## src/rtl/sd_word_packer.sv

```systemverilog
// sd_word_packer
// Packs the byte stream of one SD data block (NWORDS x 32-bit words) into
// words and emits one write strobe per completed word to a sector buffer.
//
// Optional feature: define SD_PACKER_CRC16_EN to receive and check the
// trailing CRC-16-CCITT (poly 0x1021, init 0, MSB first) of the data bytes.
// Without it the block goes straight from DATA to DONE and oCrcErr is 0.
//
// Ports
//   iCLK        clock, rising edge
//   Reset       synchronous active-high reset
//   iStart      arm (or abort and re-arm) capture of a block
//   iByteValid  one-cycle strobe qualifying iByte
//   iByte       received data byte
//   oWrEn       one-cycle write strobe, the cycle after a word's 4th byte
//   oWrAddr     word address of the write (wraps 127 -> 0)
//   oWrData     packed word (LITTLE_END selects lane order)
//   oBusy       FSM not in IDLE
//   oDone       one-cycle pulse at block completion
//   oCrcErr     sticky CRC mismatch flag (cleared by iStart / Reset)
//   oWordCount  words written in the current block, saturates at NWORDS
module sd_word_packer #(
  parameter int NWORDS     = 128,
  parameter int LITTLE_END = 1
) (
  input  logic        iCLK,
  input  logic        Reset,
  input  logic        iStart,
  input  logic        iByteValid,
  input  logic [7:0]  iByte,
  output logic        oWrEn,
  output logic [6:0]  oWrAddr,
  output logic [31:0] oWrData,
  output logic        oBusy,
  output logic        oDone,
  output logic        oCrcErr,
  output logic [7:0]  oWordCount
);

  typedef enum logic [1:0] {IDLE, DATA, CRC, DONE} state_t;

  state_t      state_reg, state_next;
  logic [1:0]  lane_reg;
  logic [1:0]  lane_sel;
  logic [31:0] word_reg;
  logic [31:0] word_merged;
  logic        wr_en_reg;
  logic [31:0] wr_data_reg;
  logic [6:0]  wr_addr_reg;
  logic [7:0]  word_count_reg;
  logic        start_pending_reg;
  logic        restart;
  logic        data_accept;

  // Physical lane written by the current byte; big-endian fills from the top.
  assign lane_sel = (LITTLE_END != 0) ? lane_reg : (2'd3 - lane_reg);

  // Word as it looks once the current byte is merged in.
  genvar gi;
  generate
    for (gi = 0; gi < 4; gi++) begin : g_lane
      assign word_merged[gi*8 +: 8] = (lane_sel == 2'(gi)) ? iByte : word_reg[gi*8 +: 8];
    end
  endgenerate

`ifdef SD_PACKER_CRC16_EN
  logic [15:0] crc_reg;
  logic [7:0]  crc_hi_reg;
  logic        crc_phase_reg;
  logic        crc_err_reg;
  logic        crc_accept;
  logic        last_word_byte;

  // Leave DATA on the final data byte itself, so CRC bytes may follow
  // back-to-back while the last word's write is still in flight.
  assign last_word_byte = (lane_reg == 2'd3) && (word_count_reg == 8'(NWORDS - 1));

  function automatic logic [15:0] crc16_byte(input logic [15:0] crc, input logic [7:0] b);
    logic [15:0] c;
    c = crc ^ {b, 8'h00};
    for (int i = 0; i < 8; i++) begin
      c = c[15] ? ({c[14:0], 1'b0} ^ 16'h1021) : {c[14:0], 1'b0};
    end
    return c;
  endfunction
`else
  logic last_written;

  // The write of the final word is on the outputs this cycle.
  assign last_written = wr_en_reg && (word_count_reg == 8'(NWORDS - 1));
`endif

  always_ff @(posedge iCLK) begin
    if (Reset) begin
      state_reg <= IDLE;
    end else begin
      state_reg <= state_next;
    end
  end

  always_comb begin
    state_next  = state_reg;
    restart     = 1'b0;
    data_accept = 1'b0;
`ifdef SD_PACKER_CRC16_EN
    crc_accept  = 1'b0;
`endif
    case (state_reg)
      IDLE: begin
        if (iStart || start_pending_reg) begin
          restart    = 1'b1;
          state_next = DATA;
        end
      end
      DATA: begin
        if (iStart) begin
          restart = 1'b1;
        end else begin
`ifdef SD_PACKER_CRC16_EN
          if (iByteValid) begin
            data_accept = 1'b1;
            if (last_word_byte) state_next = CRC;
          end
`else
          // Bytes arriving while the last word is being written are ignored.
          if (last_written) begin
            state_next = DONE;
          end else if (iByteValid) begin
            data_accept = 1'b1;
          end
`endif
        end
      end
      CRC: begin
`ifdef SD_PACKER_CRC16_EN
        if (iStart) begin
          restart    = 1'b1;
          state_next = DATA;
        end else if (iByteValid) begin
          crc_accept = 1'b1;
          if (crc_phase_reg) state_next = DONE;
        end
`else
        state_next = IDLE;
`endif
      end
      DONE: begin
        state_next = IDLE;
      end
      default: state_next = IDLE;
    endcase
  end

  always_ff @(posedge iCLK) begin
    if (Reset) begin
      lane_reg          <= 2'd0;
      word_reg          <= 32'd0;
      wr_en_reg         <= 1'b0;
      wr_data_reg       <= 32'd0;
      wr_addr_reg       <= 7'd0;
      word_count_reg    <= 8'd0;
      start_pending_reg <= 1'b0;
    end else begin
      wr_en_reg <= data_accept && (lane_reg == 2'd3);
      if (data_accept && (lane_reg == 2'd3)) begin
        wr_data_reg <= word_merged;
      end
      // iStart seen during DONE is replayed from the following IDLE cycle.
      start_pending_reg <= (state_reg == DONE) && iStart;
      if (restart) begin
        lane_reg       <= 2'd0;
        word_reg       <= 32'd0;
        wr_addr_reg    <= 7'd0;
        word_count_reg <= 8'd0;
      end else begin
        if (data_accept) begin
          lane_reg <= lane_reg + 2'd1;
          word_reg <= word_merged;
        end
        if (wr_en_reg) begin
          wr_addr_reg <= wr_addr_reg + 7'd1;
          if (word_count_reg != 8'(NWORDS)) begin
            word_count_reg <= word_count_reg + 8'd1;
          end
        end
      end
    end
  end

`ifdef SD_PACKER_CRC16_EN
  always_ff @(posedge iCLK) begin
    if (Reset) begin
      crc_reg       <= 16'd0;
      crc_hi_reg    <= 8'd0;
      crc_phase_reg <= 1'b0;
      crc_err_reg   <= 1'b0;
    end else if (restart) begin
      crc_reg       <= 16'd0;
      crc_hi_reg    <= 8'd0;
      crc_phase_reg <= 1'b0;
      crc_err_reg   <= 1'b0;
    end else begin
      if (data_accept) begin
        crc_reg <= crc16_byte(crc_reg, iByte);
      end
      if (crc_accept) begin
        if (!crc_phase_reg) begin
          crc_hi_reg    <= iByte;
          crc_phase_reg <= 1'b1;
        end else begin
          crc_phase_reg <= 1'b0;
          if ({crc_hi_reg, iByte} != crc_reg) crc_err_reg <= 1'b1;
        end
      end
    end
  end

  assign oCrcErr = crc_err_reg;
`else
  assign oCrcErr = 1'b0;
`endif

  assign oWrEn      = wr_en_reg;
  assign oWrAddr    = wr_addr_reg;
  assign oWrData    = wr_data_reg;
  assign oWordCount = word_count_reg;
  assign oBusy      = (state_reg != IDLE);
  assign oDone      = (state_reg == DONE);

endmodule

```

## config.mk

```make
export PLATFORM = sky130hd
export DESIGN_NAME = sd_word_packer
export DESIGN_NICKNAME = d
export VERILOG_FILES = /design/src/rtl/sd_word_packer.sv
export SDC_FILE = /design/constraint.sdc
export NUM_CORES = 1
export LEC_CHECK = 0
export BUFFER_PORTS_ARGS = -buffer_cell sky130_fd_sc_hd__buf_4
export CORE_ASPECT_RATIO = 1.1
export CORE_MARGIN = 5
export CORE_UTILIZATION = 50
export DETAILED_ROUTE_END_ITERATION = 12
export GPL_TIMING_DRIVEN = 1
export HOLD_SLACK_MARGIN = 0.02
export PLACE_DENSITY_LB_ADDON = 0.25
export SYNTH_ARGS = -nofsm -noshare
export SYNTH_HDL_FRONTEND = slang
export SYNTH_SLANG_ARGS = --single-unit
```

## constraint.sdc

```tcl
create_clock -name iCLK -period 2.51 [get_ports iCLK]
set_clock_uncertainty 0.05 [all_clocks]
set_input_delay 0.502 -clock iCLK [delete_from_list [all_inputs] [get_ports iCLK]]
set_output_delay 0.502 -clock iCLK [all_outputs]
set_load 0.1 [all_outputs]
```

==> results.yml <==
finish:
  drive_above_1_share: 0.287
  final_common_cell: "dfxtp_1"
  fin_util: 0.589
  num_antenna_cells: 0
  fillers: 640
  seq_area_mm2: 0.00154
  largest_reg_flops: 32
  layout_common_cells: "dfxtp_1 (77), buf_4 (69), nand2_1 (63)"
  layout.nets: 439
  multi_input_area_mm2: 0.00188
  area_delta_synth_final_pct: 16.2
run_status:
  status: "finished clean"
cts:
  cts_htree_levels: 3
  clkLatencyLatePin_ns: 0.34
  clk_pin_slew_ns: 0.08
  clock-root-buffer: "clkbuf_8"
  post-cts-setup-buffer-count: 0
  cts_tree: "yes"
  cts_buffers: 9
  cts_sinks: 77
  cts-resized-gates: 0
  cts_hold_buf: 0
  cts_buffer_depth: 2
floorplanning:
  initial_utilization: 0.507
  io_pins: 63
  core_mm2: 0.00739
  die_area_mm2: 0.00933
  die_width_um: 92.6
  std_cell_rows: 33
  die_h_um: 101
logic_synthesis:
  syn_area_mm2: 0.00375
  ys_warn_count: 0
  yosysTopAreaCellShare: 0.411
  synth_nets: 390
  netlist_instances: 371
  synth_seq_area_share: 0.411
  ys_top_cells_by_area: "dfxtp_1 (41%), mux2i_1 (16%), nand4_1 (7.3%), mux2_2 (7.2%), nand2_1 (6.3%)"
  synth_cell_types: 42
  syn_area_per_cell_um2: 10.1
  ys_ff_latch: 77
  yosysTopAreaCell: "dfxtp_1"
grt:
  track_usage: 0.178
  grt_pass1_wl_mm: 13.4
  antenna_found_initial: 0
  overflow: 0
  grt_max_degree: 42
  grt_pass1_vias: 2761
sta:
  rsz0062_at_grt: "no"
  finalCritPeriodShare: 0.829
  max_clock_freq_mhz: 481
  hold_violations: 0
  worst_slack_ns: 0.430
  setup-tns-final_ns: 0
  worst_pin_slew_ns: 0.839
  slew_headroom: 0.441
  timing.final.max_slew_violations: 0
  period_minus_slack_ns: 2.08
  setup_viol: 0
route:
  vias: 2818
  viasPerCell: 5.50
  drtAntennaViolNets: 0
  drt-wirelength-per-cell_um: 15.4
  initialDrtViolationCount: 167
  routed_wl_mm: 7.90
  drc: 0
  first_pass_iters: 4
job:
  maxCapViolations: 0
hold_path:
  hp-class: "in2reg"
power_and_ir_drop:
  peakVddDrop_uv: 275
  p_leak_uw: 0.00209
  power_uw: 2470
  power_density_mw_per_mm2: 567
placed_design:
  gp_congestion: 0.754
  numPortBuffers: 61
  dp_hpwl_mm: 5.58
  pre_cts_ws_ns: 0.438
critical_path:
  crit_path_end_kind: "flip-flop"
  critical_path_arrival_ns: 2.30
  critPathKind: "reg2reg"
  required_ns: 2.73
  crit_path_start_kind: "flip-flop"
  critPathMaxFanout: 41
per-layer routing:
layer / global-route usage / vias to the layer above / routed length, µm / share of wire
li1: - / 1413 / - / -
met1: 0.246 / 1330 / 3830 / 0.48
met2: 0.266 / 64 / 3520 / 0.44
met3: 0.0381 / 11 / 404 / 0.051
met4: 0.0811 / 0 / 158 / 0.020
met5: 0 / - / 0 / 0
worst max-delay path, stage by stage (launching register included):
cell     delay, ns
dfxtp_1       0.43
or3b_2        0.71
nand3_1       0.56
a21oi_1       0.25
where the power goes:
group	internal (µW)	switching (µW)	total (µW)
registers	1220	2.52	1230
logic	46.1	83.8	130
clock network	661	452	1110
total	1930	538	2470
per-stage QoR:
stage	area [µm²]	std cells	hold WS, ns
after detailed placement	4120	496	0.403
final	4360	512	0.293
after floorplan	3750	371	0.401
after CTS	4360	512	0.276
after global placement	4120	496	0.398
after global routing	4360	512	0.293
cells by family after synthesis:
group | share of synthesized area
compound gates | 0.0394
xor+xnor | 0.0140
fa+ha+maj | 0.0234
buf+inv | 0.0867
flops | 0.411
mux | 0.235
other cells | 0.00100
simple gates | 0.190
synthesized netlist by cell type:
| library cell | instances |
|---|---|
| buf_2 | 5 |
| buf_6 | 3 |
| nand4b_2 | 1 |
| a21oi_1 | 6 |
| nand4_4 | 1 |
| and3_1 | 1 |
| buf_8 | 3 |
| or3b_2 | 1 |
| xnor2_1 | 1 |
| a311o_1 | 1 |
| nand2_1 | 63 |
| nand3_1 | 1 |
| a31oi_1 | 1 |
| mux2_2 | 24 |
| inv_1 | 6 |
| dlygate4sd1_1 | 1 |
| or2_2 | 1 |
| ha_1 | 7 |
| nand4_1 | 44 |
| clkbuf_2 | 1 |
| dlymetal6s2s_1 | 1 |
| o21a_1 | 1 |
| clkbuf_1 | 8 |
| nor3_1 | 3 |
| or3_1 | 5 |
| and2_1 | 1 |
| nor2_1 | 9 |
| xor2_1 | 5 |
| o211ai_4 | 1 |
| or4b_2 | 1 |
| and4bb_2 | 2 |
| buf_4 | 2 |
| o211ai_2 | 3 |
| nand2b_1 | 1 |
| o21ai_0 | 5 |
| clkinv_1 | 1 |
| mux2i_1 | 61 |
| o211a_1 | 1 |
| conb_1 | 1 |
| nor4b_1 | 1 |
| clkbuf_8 | 9 |
| dfxtp_1 | 77 |
final cells by class:
| class | count | area share |
|---|---|---|
| inverters | 7 | 0.00603 |
| clock buffers | 10 | 0.0293 |
| well taps | 87 | 0.0250 |
| repair buffers | 71 | 0.128 |
| clock inverters | 6 | 0.0256 |
| flip-flops and latches | 77 | 0.354 |
| multi-input cells | 254 | 0.432 |
worst paths after layout:
| check | from | end | slack, ns | depth (start not counted) |
|---|---|---|---|---|
| setup reg to reg | state_reg[1] | oWordCount[6] | 0.43 | 3 |
| hold / removal | Reset | oWrEn | 0.29 | 2 |
| hold reg to reg | oWrData[16] | oWrData[16] | 0.41 | 2 |
| setup / recovery | state_reg[1] | oWordCount[6] | 0.43 | 3 |
Power figures use the tool's default switching activity.
